[src/rtl/jtopl_pkg.sv]
// jtopl_pkg: constants and types shared by the JTOPL channel-register slice.
//   - slot-group geometry (6 slots per group: 3 modulators, then 3 carriers)
//   - rhythm channel indices
//   - channel entry layout and the write-merge helper
//   - write FSM state type
package jtopl_pkg;

  localparam int SLOTS_PER_GRP = 6;
  localparam int CH_PER_GRP    = SLOTS_PER_GRP / 2;

  // Rhythm channels: 6 = BD, 7 = HH/SD, 8 = TOM/CYM
  localparam int RHY_CH_BD     = 6;
  localparam int RHY_CH_HHSD   = 7;
  localparam int RHY_CH_TOMCYM = 8;

  localparam int FNUM_W  = 10;
  localparam int BLOCK_W = 3;
  localparam int FB_W    = 3;
  localparam int PAN_W   = 4;

  // 22-bit channel entry
  typedef struct packed {
    logic               keyon;
    logic [BLOCK_W-1:0] block;
    logic [FNUM_W-1:0]  fnum;
    logic [PAN_W-1:0]   pan;
    logic [FB_W-1:0]    fb;
    logic               con;
  } ch_entry_t;

  typedef enum logic {WR_IDLE, WR_PEND} wr_state_e;

  // Merge a (possibly multi-strobe) register write into an existing entry.
  function automatic ch_entry_t apply_write(input ch_entry_t cur, input logic [7:0] d,
                                            input logic lo, input logic hi, input logic fbc);
    ch_entry_t nxt;
    nxt = cur;
    if (lo) nxt.fnum[7:0] = d;
    if (hi) begin
      nxt.keyon     = d[5];
      nxt.block     = d[4:2];
      nxt.fnum[9:8] = d[1:0];
    end
    if (fbc) begin
      nxt.pan = d[7:4];
      nxt.fb  = d[3:1];
      nxt.con = d[0];
    end
    return nxt;
  endfunction

  // Master channel of 4-op pair i (slave is master + 3).
  function automatic logic [4:0] pair_master(input int i);
    return (i < 3) ? 5'(i) : 5'(i + 6);
  endfunction

endpackage

[src/rtl/jtopl_slot_seq.sv]
// jtopl_slot_seq: slot counter and slot decode.
//   clk, rst (async, active-high), cen : clock, reset, slot advance enable
//   slot  : current slot index s (0..2*CH-1)
//   ch    : channel of slot s (3*(s/6) + s%3)
//   op    : 0 = modulator, 1 = carrier ((s%6) >= 3)
//   first : s == 0
// Outputs decode the slot about to be presented; the top registers them.
module jtopl_slot_seq import jtopl_pkg::*; #(
  parameter int CH = 9,
  parameter int SW = $clog2(2*CH)
) (
  input  logic          clk,
  input  logic          rst,
  input  logic          cen,
  output logic [SW-1:0] slot,
  output logic [4:0]    ch,
  output logic          op,
  output logic          first
);

  // s is kept alongside its group (g) and in-group position (r) so no divider is needed.
  logic [SW-1:0] s_reg;
  logic [2:0]    r_reg;
  logic [2:0]    g_reg;
  logic [2:0]    lane;

  always_ff @(posedge clk or posedge rst) begin
    if (rst) begin
      s_reg <= '0;
      r_reg <= '0;
      g_reg <= '0;
    end else if (cen) begin
      if (s_reg == SW'(2*CH-1)) begin
        s_reg <= '0;
        r_reg <= '0;
        g_reg <= '0;
      end else begin
        s_reg <= s_reg + SW'(1);
        if (r_reg == 3'(SLOTS_PER_GRP-1)) begin
          r_reg <= '0;
          g_reg <= g_reg + 3'd1;
        end else begin
          r_reg <= r_reg + 3'd1;
        end
      end
    end
  end

  always_comb begin
    op    = (r_reg >= 3'(CH_PER_GRP));
    lane  = op ? (r_reg - 3'(CH_PER_GRP)) : r_reg;
    ch    = 5'(g_reg) * 5'(CH_PER_GRP) + 5'(lane);
    slot  = s_reg;
    first = (s_reg == '0);
  end

endmodule

[src/rtl/jtopl_chreg.sv]
// jtopl_chreg: channel-register store and slot sequencer (OPL/OPL2/OPL3).
//   clk, rst (async, active-high), cen (one slot per cen)
//   din, sel_ch, up_fnumlo/up_fnumhi/up_fbcon : register write port
//   busy     : write pending, new strobes ignored
//   en4op    : OPL3 4-op pair enables; rhy_en/rhy_kon : rhythm mode key-ons
//   zero, ch_I, op_I : presented slot; fnum_I, block_I, fb_I, con_I, pan_I,
//   keyon_I, kon_edge_I, pair4_I : stage-I channel data for that slot
module jtopl_chreg import jtopl_pkg::*; #(
  parameter int CH       = 9,
  parameter int OPL_TYPE = 1
) (
  input  logic       clk,
  input  logic       rst,
  input  logic       cen,
  input  logic [7:0] din,
  input  logic [4:0] sel_ch,
  input  logic       up_fnumlo,
  input  logic       up_fnumhi,
  input  logic       up_fbcon,
  output logic       busy,
  input  logic [5:0] en4op,
  input  logic       rhy_en,
  input  logic [4:0] rhy_kon,
  output logic       zero,
  output logic [4:0] ch_I,
  output logic       op_I,
  output logic [9:0] fnum_I,
  output logic [2:0] block_I,
  output logic [2:0] fb_I,
  output logic       con_I,
  output logic [3:0] pan_I,
  output logic       keyon_I,
  output logic       kon_edge_I,
  output logic       pair4_I
);

  localparam int SLOTS  = 2*CH;
  localparam int SW     = $clog2(SLOTS);
  localparam int CW     = $clog2(CH);
  localparam bit HAS4OP = (OPL_TYPE == 3) && (CH == 18);

  logic [SW-1:0] cur_slot;
  logic [4:0]    cur_ch;
  logic          cur_op;
  logic          cur_first;

  jtopl_slot_seq #(.CH(CH), .SW(SW)) u_seq (
    .clk   (clk),
    .rst   (rst),
    .cen   (cen),
    .slot  (cur_slot),
    .ch    (cur_ch),
    .op    (cur_op),
    .first (cur_first)
  );

  wr_state_e     state;
  logic [7:0]    pend_din;
  logic [4:0]    pend_ch;
  logic          pend_lo, pend_hi, pend_fb;
  ch_entry_t     mem [CH];
  logic [SLOTS-1:0] hist;

  logic          commit;
  ch_entry_t     wr_entry, own, mst;
  logic [4:0]    mst_ch;
  logic          is_pair, is_slave, k_eff, con_eff;

  always_comb begin
    // Commit only on the target's own modulator slot while a write is pending.
    commit   = (state == WR_PEND) && cen && !cur_op && (cur_ch == pend_ch);
    wr_entry = apply_write(mem[pend_ch[CW-1:0]], pend_din, pend_lo, pend_hi, pend_fb);
    // Write-through: the committing slot presents the merged entry.
    own      = commit ? wr_entry : mem[cur_ch[CW-1:0]];
    mst_ch   = cur_ch - 5'd3;
    mst      = mem[mst_ch[CW-1:0]];

    is_pair  = 1'b0;
    is_slave = 1'b0;
    if (HAS4OP) begin
      for (int i = 0; i < 6; i++) begin
        if (en4op[i]) begin
          if (cur_ch == pair_master(i)) is_pair = 1'b1;
          if (cur_ch == pair_master(i) + 5'd3) begin
            is_pair  = 1'b1;
            is_slave = 1'b1;
          end
        end
      end
    end

    k_eff   = is_slave ? mst.keyon : own.keyon;
    con_eff = own.con;
    if (rhy_en) begin
      case (cur_ch)
        5'(RHY_CH_BD):     k_eff = rhy_kon[4];
        5'(RHY_CH_HHSD): begin
          k_eff   = cur_op ? rhy_kon[3] : rhy_kon[0];
          con_eff = 1'b1;
        end
        5'(RHY_CH_TOMCYM): begin
          k_eff   = cur_op ? rhy_kon[1] : rhy_kon[2];
          con_eff = 1'b1;
        end
        default: ;
      endcase
    end
  end

  // Write handshake: capture in IDLE on any clk, commit in PEND on the target slot.
  always_ff @(posedge clk or posedge rst) begin
    if (rst) begin
      state    <= WR_IDLE;
      busy     <= 1'b0;
      pend_din <= '0;
      pend_ch  <= '0;
      pend_lo  <= 1'b0;
      pend_hi  <= 1'b0;
      pend_fb  <= 1'b0;
    end else begin
      case (state)
        WR_IDLE: begin
          if ((up_fnumlo || up_fnumhi || up_fbcon) && (sel_ch < 5'(CH))) begin
            state    <= WR_PEND;
            busy     <= 1'b1;
            pend_din <= din;
            pend_ch  <= sel_ch;
            pend_lo  <= up_fnumlo;
            pend_hi  <= up_fnumhi;
            pend_fb  <= up_fbcon;
          end
        end
        WR_PEND: begin
          if (commit) begin
            state <= WR_IDLE;
            busy  <= 1'b0;
          end
        end
        default: state <= WR_IDLE;
      endcase
    end
  end

  always_ff @(posedge clk or posedge rst) begin
    if (rst) begin
      for (int i = 0; i < CH; i++) mem[i] <= '0;
    end else if (commit) begin
      mem[pend_ch[CW-1:0]] <= wr_entry;
    end
  end

  // Stage-I output registers and per-slot key-on history.
  always_ff @(posedge clk or posedge rst) begin
    if (rst) begin
      zero       <= 1'b0;
      ch_I       <= '0;
      op_I       <= 1'b0;
      fnum_I     <= '0;
      block_I    <= '0;
      fb_I       <= '0;
      con_I      <= 1'b0;
      pan_I      <= '0;
      keyon_I    <= 1'b0;
      kon_edge_I <= 1'b0;
      pair4_I    <= 1'b0;
      hist       <= '0;
    end else if (cen) begin
      zero           <= cur_first;
      ch_I           <= cur_ch;
      op_I           <= cur_op;
      fnum_I         <= is_slave ? mst.fnum  : own.fnum;
      block_I        <= is_slave ? mst.block : own.block;
      fb_I           <= own.fb;
      con_I          <= con_eff;
      pan_I          <= HAS4OP ? own.pan : '0;
      keyon_I        <= k_eff;
      kon_edge_I     <= k_eff & ~hist[cur_slot];
      hist[cur_slot] <= k_eff;
      pair4_I        <= is_pair;
    end
  end

endmodule

[config.mk]
export PLATFORM = sky130hd
export DESIGN_NAME = jtopl_chreg
export DESIGN_NICKNAME = d
export VERILOG_FILES = /design/src/rtl/jtopl_pkg.sv /design/src/rtl/jtopl_slot_seq.sv /design/src/rtl/jtopl_chreg.sv
export SDC_FILE = /design/constraint.sdc
export NUM_CORES = 1
export LEC_CHECK = 0
export ABC_AREA = 1
export CAP_MARGIN = 20
export CORE_MARGIN = 2
export CORE_UTILIZATION = 50
export CTS_BUF_LIST = sky130_fd_sc_hd__clkbuf_4
export DETAILED_ROUTE_END_ITERATION = 8
export DONT_BUFFER_PORTS = 1
export GPL_TIMING_DRIVEN = 0
export PLACE_DENSITY = 0.64
export SYNTH_ARGS = -nofsm -noshare
export SYNTH_HDL_FRONTEND = slang
export SYNTH_HIERARCHICAL = 1
export SYNTH_SLANG_ARGS = --single-unit
[constraint.sdc]
create_clock -name clk -period 9.8 [get_ports clk]
set_clock_uncertainty 0.1 [all_clocks]
set_input_delay 1.96 -clock clk [delete_from_list [all_inputs] [get_ports clk]]
set_output_delay 1.96 -clock clk [all_outputs]
set_load 0.03 [all_outputs]
# Word-level counts from Yosys, hierarchy flattened
# Index checks and enable logic that the tools add are counted.
[word_totals]
register_bits = 271
elab_cells = 151
out_inout_bits = 32
inputBits = 31
[classes]
eq_ne = 8
mux = 36
reduce_logical = 15
n_bitwise = 5
mul = 1
add_sub_neg = 5
magnitude_cmp = 7
[ops]
columns = ["operator", "n"]
rows = [
  ["bitwise mux 198 bit", 1],
  ["binary-select mux 22 bit (select 4 bit)", 2],
  ["two-way mux 22 bit", 6],
  ["demux 22 bit (select 4 bit)", 1],
  ["bitwise mux 18 bit", 1],
  ["two-way mux 8 bit", 2],
  ["two-way mux 3 bit", 5],
  ["two-way mux 1 bit", 11],
  ["== test 5 x 3 -> 1 bit, second input constant", 2],
  ["greater-or-equal comparator 5 bit, second input constant", 2],
  ["NOT 4 -> 5 bit", 2],
  ["adder 3 x 1 -> 3 bit, second input constant", 2],
  ["logical AND 1 bit", 6],
  ["< comparator 5 x 6 -> 1 bit, second input constant", 1],
  ["two-way mux 6 bit", 1],
  ["AND reduction 2 bit", 3],
  ["adder 5 x 1 -> 5 bit, second input constant", 1],
  ["adder 5 x 3 -> 5 bit", 1],
  ["binary-select mux 1 bit (select 5 bit)", 1],
  ["demux 1 bit (select 5 bit)", 1],
  ["== test 5 x 4 -> 1 bit, second input constant", 1],
  ["== test 5 bit", 1],
  ["== test 5 bit, second input constant", 1],
  ["greater-or-equal comparator 5 x 1 -> 1 bit, second input constant", 1],
  ["other kinds (18)", 21],
]

# Logic depth before layout (Yosys ltp)
[depth]
depth_word = 11
ltp_mapped = 24
ltp_nobuf = 23

# Hierarchy
# Netlist, hierarchy kept.
[by_module_without_submodules]
columns = ["module", "n_inst", "cells_each", "seq_area_each_um2", "area_each_um2"]
rows = [
  ["jtopl_chreg", 1, 1566, 5605.4, 11574.9],
  ["jtopl_slot_seq", 1, 102, 275.3, 845.8],
]

# Least setup slack after synthesis
# No wires, ideal clock.
[synth_path]
path_kind = "register to register"
startpoint = "register u_seq.r_reg[0]"
endpoint = "register mem[38] (netlist bit)"
t_required_ps = 9569
path_stages_with_launch = 19
slack_ps = 5826
period_less_slack_ps = 3974
n_path_buf = 2
arrival_ps = 3744
setup_time_ps = 131
cell_sequence = "dfrtp_1 -> ha_1 -> ha_1 -> nor2_1 -> a22oi_1 -> fa_1 -> ha_1 -> inv_1 -> fa_1 -> xnor2_1 -> inv_1 -> nand2_1 -> nand4_1 -> nor2_4 -> inv_2 -> buf_4 -> nor3_4 -> buf_4 -> a21oi_1"
[synth_via]
elab_chain_cells = 5
word_cells_on_any_way = 8
classes_between = "add/sub (2); order compare (1); eq/ne (1); mux (1); reduce/logical (3)"
[synth_rtl]
columns = ["item", "line_no", "text"]
rows = [
  ["start: declaration", "jtopl_slot_seq.sv:23", "logic [2:0] r_reg;"],
  ["start signal: assignment", "jtopl_slot_seq.sv:43", "r_reg <= r_reg + 3'd1;"],
  ["subtractor 3 x 2 -> 3 bit / greater-or-equal comparator 3 x 2 -> 1 bit (equally long branches)", "jtopl_slot_seq.sv:51, jtopl_slot_seq.sv:50", ""],
  ["two-way mux 3 bit (*)", "jtopl_slot_seq.sv:51", "lane = op ? (r_reg - 3'(CH_PER_GRP)) : r_reg;"],
  ["adder 5 x 3 -> 5 bit (*)", "jtopl_slot_seq.sv:52", "ch = 5'(g_reg) * 5'(CH_PER_GRP) + 5'(lane);"],
  ["named net cur_ch[3]", "jtopl_chreg.sv:43", "logic [4:0] cur_ch;"],
  ["== test 5 bit (*)", "jtopl_chreg.sv:71", "commit = (state == WR_PEND) && cen && !cur_op && (cur_ch == pend_ch);"],
  ["logical AND 1 bit (*)", "jtopl_chreg.sv:71", ""],
  ["end signal: indexed assignment", "jtopl_chreg.sv:148", "mem[pend_ch[CW-1:0]] <= wr_entry;"],
  ["end: declaration", "jtopl_chreg.sv:61", "ch_entry_t mem [CH];"],
]
# The timed path passes the listed nets; every way through them passes the cells marked *.
# A chain may end at the register's enable or synchronous reset.

# Final worst setup path
[layout_path]
startpoint = "register u_seq.r_reg[0]"
endpoint = "register fb_I[0]"
[layout_via]
elab_chain_cells = 8
word_cells_on_any_way = 13
classes_between = "add/sub (2); order compare (1); eq/ne (1); mux (5); bitwise (1); reduce/logical (3)"
[layout_rtl]
columns = ["item", "line_no", "text"]
rows = [
  ["subtractor 3 x 2 -> 3 bit / greater-or-equal comparator 3 x 2 -> 1 bit (equally long branches)", "jtopl_slot_seq.sv:51, jtopl_slot_seq.sv:50", ""],
  ["two-way mux 3 bit (*)", "jtopl_slot_seq.sv:51", ""],
  ["adder 5 x 3 -> 5 bit (*)", "jtopl_slot_seq.sv:52", ""],
  ["named net cur_ch[3]", "jtopl_chreg.sv:43", ""],
  ["NOT 4 -> 5 bit (implied by the code)", "jtopl_chreg.sv:74", "own = commit ? wr_entry : mem[cur_ch[CW-1:0]];"],
  ["binary-select mux 22 bit (select 4 bit)", "jtopl_chreg.sv:74", ""],
  ["two-way mux 22 bit (implied by the code) (2 in series)", "jtopl_chreg.sv:74", ""],
  ["two-way mux 22 bit (*)", "jtopl_chreg.sv:74", ""],
  ["end signal: assignment", "jtopl_chreg.sv:173", "fb_I <= own.fb;"],
  ["end: declaration", "jtopl_chreg.sv:29", "output logic [2:0] fb_I,"],
]
# The timed path passes the listed nets; every way through them passes the cells marked *. The select of a mux whose other input is x is not followed.

==> impl_metrics.env <==
export IMPL_clkTransAtPathRegs_ns=0.06
export IMPL_cts_max_path_buffers=3
export IMPL_rr_worst_depth=18
export IMPL_drt_iter0_drc=1226
export IMPL_fillCellCount=2400
export IMPL_drive_gt1_frac=0.0941
export IMPL_ir_drop_mv=0.297
export IMPL_cp_required_ns=10.24
export IMPL_cp_cell_sequence="ha_1 > ha_1 > nor2_1 > a22oi_1 > fa_1 > ha_1 > inv_1 > fa_1 > xnor2_1 > nand2_1 > nand4_1 > nor2_4 > inv_2 > buf_4 > clkbuf_1 > nand4_1 > nand3_1 > nand2_1"
export IMPL_synth_top_area_share=0.473
export IMPL_critPathArrivalTime_ns=5.40
export IMPL_p_leak_nw=6.47
export IMPL_dpl_hpwl_mm=30.3
export IMPL_finalWeightedCongestion=0.936
export IMPL_synth_edff_count=0
export IMPL_stdcell_count=2110
export IMPL_rsz0062_at_grt="false"
export IMPL_period_minus_slack_ns=4.96
export IMPL_maxCapViolations=0
export IMPL_avgSynthCellArea_um2=7.45
export IMPL_hold_viol=0
export IMPL_die_area_um2=26100
export IMPL_port_buffer_count=0
export IMPL_synth_most_common_cell="nand2_1"
export IMPL_dp_cells=1997
export IMPL_grt_pass1_vias=11400
export IMPL_cts_sinks=235
export IMPL_top_register="mem"
export IMPL_yosysUniqueCellTypes=41
export IMPL_dr_pass1_iters=5
export IMPL_wl_per_cell_um=19.7
export IMPL_finalWirelength_mm=41.6
export IMPL_clkLatencyLatePin_ns=0.69
export IMPL_grt_usage=0.325
export IMPL_cts_tree="yes"
export IMPL_cp_common_cell="ha_1"
export IMPL_slowest_delay_ns=0.53
export IMPL_grt_pass1_wl_mm=65.1
export IMPL_fin_nets=1787
export IMPL_drc=0
export IMPL_crit_type="flip-flop to flip-flop"
export IMPL_hold_path_class="flip-flop to flip-flop"
export IMPL_ctsResizeCount=0
export IMPL_antenna_found_initial=2
export IMPL_synth_area_top_cells="dfrtp_1, nand2_1, o21ai_0, inv_1, a21oi_1"
export IMPL_synth_top_cell_by_area="dfrtp_1"
export IMPL_worst_path_max_fanout=10
export IMPL_setup_viol=0
export IMPL_cts_max_level=3
export IMPL_post_cts_setup_buffer_count=0
export IMPL_syn_area_um2=12400
export IMPL_fmax_mhz=202
export IMPL_io_pins=63
export IMPL_die_h_um=162
export IMPL_largest_register_ffs=162
export IMPL_vias=11800
export IMPL_grt_max_degree=126
export IMPL_synthTopCellsByCount="nand2_1, dfrtp_1, o21ai_0, inv_1, nor2_1"
export IMPL_grt_overflow=0
export IMPL_tightest_slew_ns=0.803
export IMPL_numCtsBuffers=67
export IMPL_slew_viol_final=0
export IMPL_status="finished clean"
export IMPL_area_growth_synth_to_final_pct=10.3
export IMPL_ys_ff_latch=235
export IMPL_yosysSeqAreaShare=0.473
export IMPL_netlist_instances=1668
export IMPL_period_share=0.506
export IMPL_whs_ns=0.382
export IMPL_crit_path_end_kind="flip-flop"
export IMPL_relSlewSlack=0.465
export IMPL_initial_core_util=0.511
export IMPL_synthFlopType="dfrtp_1"
export IMPL_start_kind="flip-flop"
export IMPL_ant_nets=0
export IMPL_critPathSlowestCell="clkbuf_1"
export IMPL_hold_path_depth=2
export IMPL_reg_top3="mem: 162 flops, hist: 18 flops, fnum_I: 10 flops"
export IMPL_tns_ns=0
export IMPL_p_per_area_nw_per_um2=392
export IMPL_cts_root_buf="clkbuf_4"
export IMPL_rows=57
export IMPL_cts_hold_buffers_added=0
export IMPL_core_area_um2=24300
export IMPL_die_x_um=162
export IMPL_ys_warn_count=6
export IMPL_viasPerCell=5.57
export IMPL_async_reset_ff_frac=1.00
[metal layers]
layer  share of wire  track usage
met2            0.44        0.487
met4           0.036        0.129
met1            0.44        0.458
met5         0.00038            0
met3           0.084       0.0783
[layout by cell type (no fill, tap or decap), types with 4 or more instances in the layout]
cell type | Yosys | final
nand2_1 | 583 | 583
dfrtp_1 | 235 | 235
o21ai_0 | 231 | 231
inv_1 | 130 | 129
nor2_1 | 109 | 109
clkbuf_4 | 0 | 91
a21oi_1 | 88 | 88
clkbuf_1 | 45 | 45
nand3_1 | 40 | 40
nand4_1 | 36 | 36
a22oi_1 | 24 | 24
buf_2 | 23 | 23
o22ai_1 | 19 | 19
clkinv_1 | 4 | 18
buf_4 | 14 | 14
ha_1 | 11 | 11
inv_2 | 5 | 9
buf_1 | 8 | 8
nor3_1 | 8 | 8
a21oi_2 | 8 | 8
conb_1 | 1 | 5
o21ai_1 | 5 | 5
or2_2 | 4 | 4
o211ai_1 | 4 | 4
[worst paths after layout]
kind | startpoint | endpoint | slack, ns
min in group asynchronous | rst | u_seq/slot[3] | 1.07
hold / removal | pend_ch[4] | pend_ch[4] | 0.38
setup reg to reg | u_seq/r_reg[0] | fb_I[0] | 4.84
setup / recovery | u_seq/r_reg[0] | fb_I[0] | 4.84
hold reg to reg | pend_ch[4] | pend_ch[4] | 0.38
max in group asynchronous | rst | mem[135] | 7.30
[kinds of logic after synthesis]
group,count (synthesis),synth area share
muxes,3,0.00272
xor gates and xnor gates,5,0.00353
and+or+nand+nor,794,0.260
AOI/OAI and AO/OA,387,0.168
buffers and inverters,229,0.0758
adders and majority gates,14,0.0159
other,1,0.000302
DFF,235,0.473
[critical path: cells and delay by family (launching register included)]
kind,cells,cell delay [ns]
AOI/OAI and AO/OA,1,0.14
xor gates and xnor gates,1,0.49
adders and majority gates,5,1.53
buffers and inverters,4,1.03
DFF,1,0.44
and+or+nand+nor,7,1.09
[where the power goes]
part	total (W)	switching (W)	leakage (nW)	internal, W
Clock	0.000910	0.000429	0.490	0.000481
Sequential	0.00148	0.000252	3.12	0.00123
Combinational	0.00297	0.00225	2.87	0.000718
[cell type report]
cell class                      count  area [um2]  area share
Sequential cell                   235        5880       0.429
Multi-Input combinational cell   1208        5610       0.410
Clock buffer                       91         683      0.0499
Inverter                          139         529      0.0386
Buffer                             90         419      0.0306
Tap cell                          324         405      0.0296
Clock inverter                     21         133     0.00968
Timing Repair Buffer                1        27.5     0.00201
Antenna cell                        1        2.50    0.000183
[metrics by stage]
stage	worst slack [ns]	util	power, W	area, um2
2_1_floorplan	1.61	-	0.00327	12400
3_3_place_gp	-0.966	0.528	0.00432	12800
3_5_place_dp	4.96	0.529	0.00436	12900
4_1_cts	4.93	0.563	0.00528	13700
5_1_grt	4.45	0.563	0.00572	13700
6_report	4.84	0.563	0.00536	13700
(Power assumes the default switching activity.)
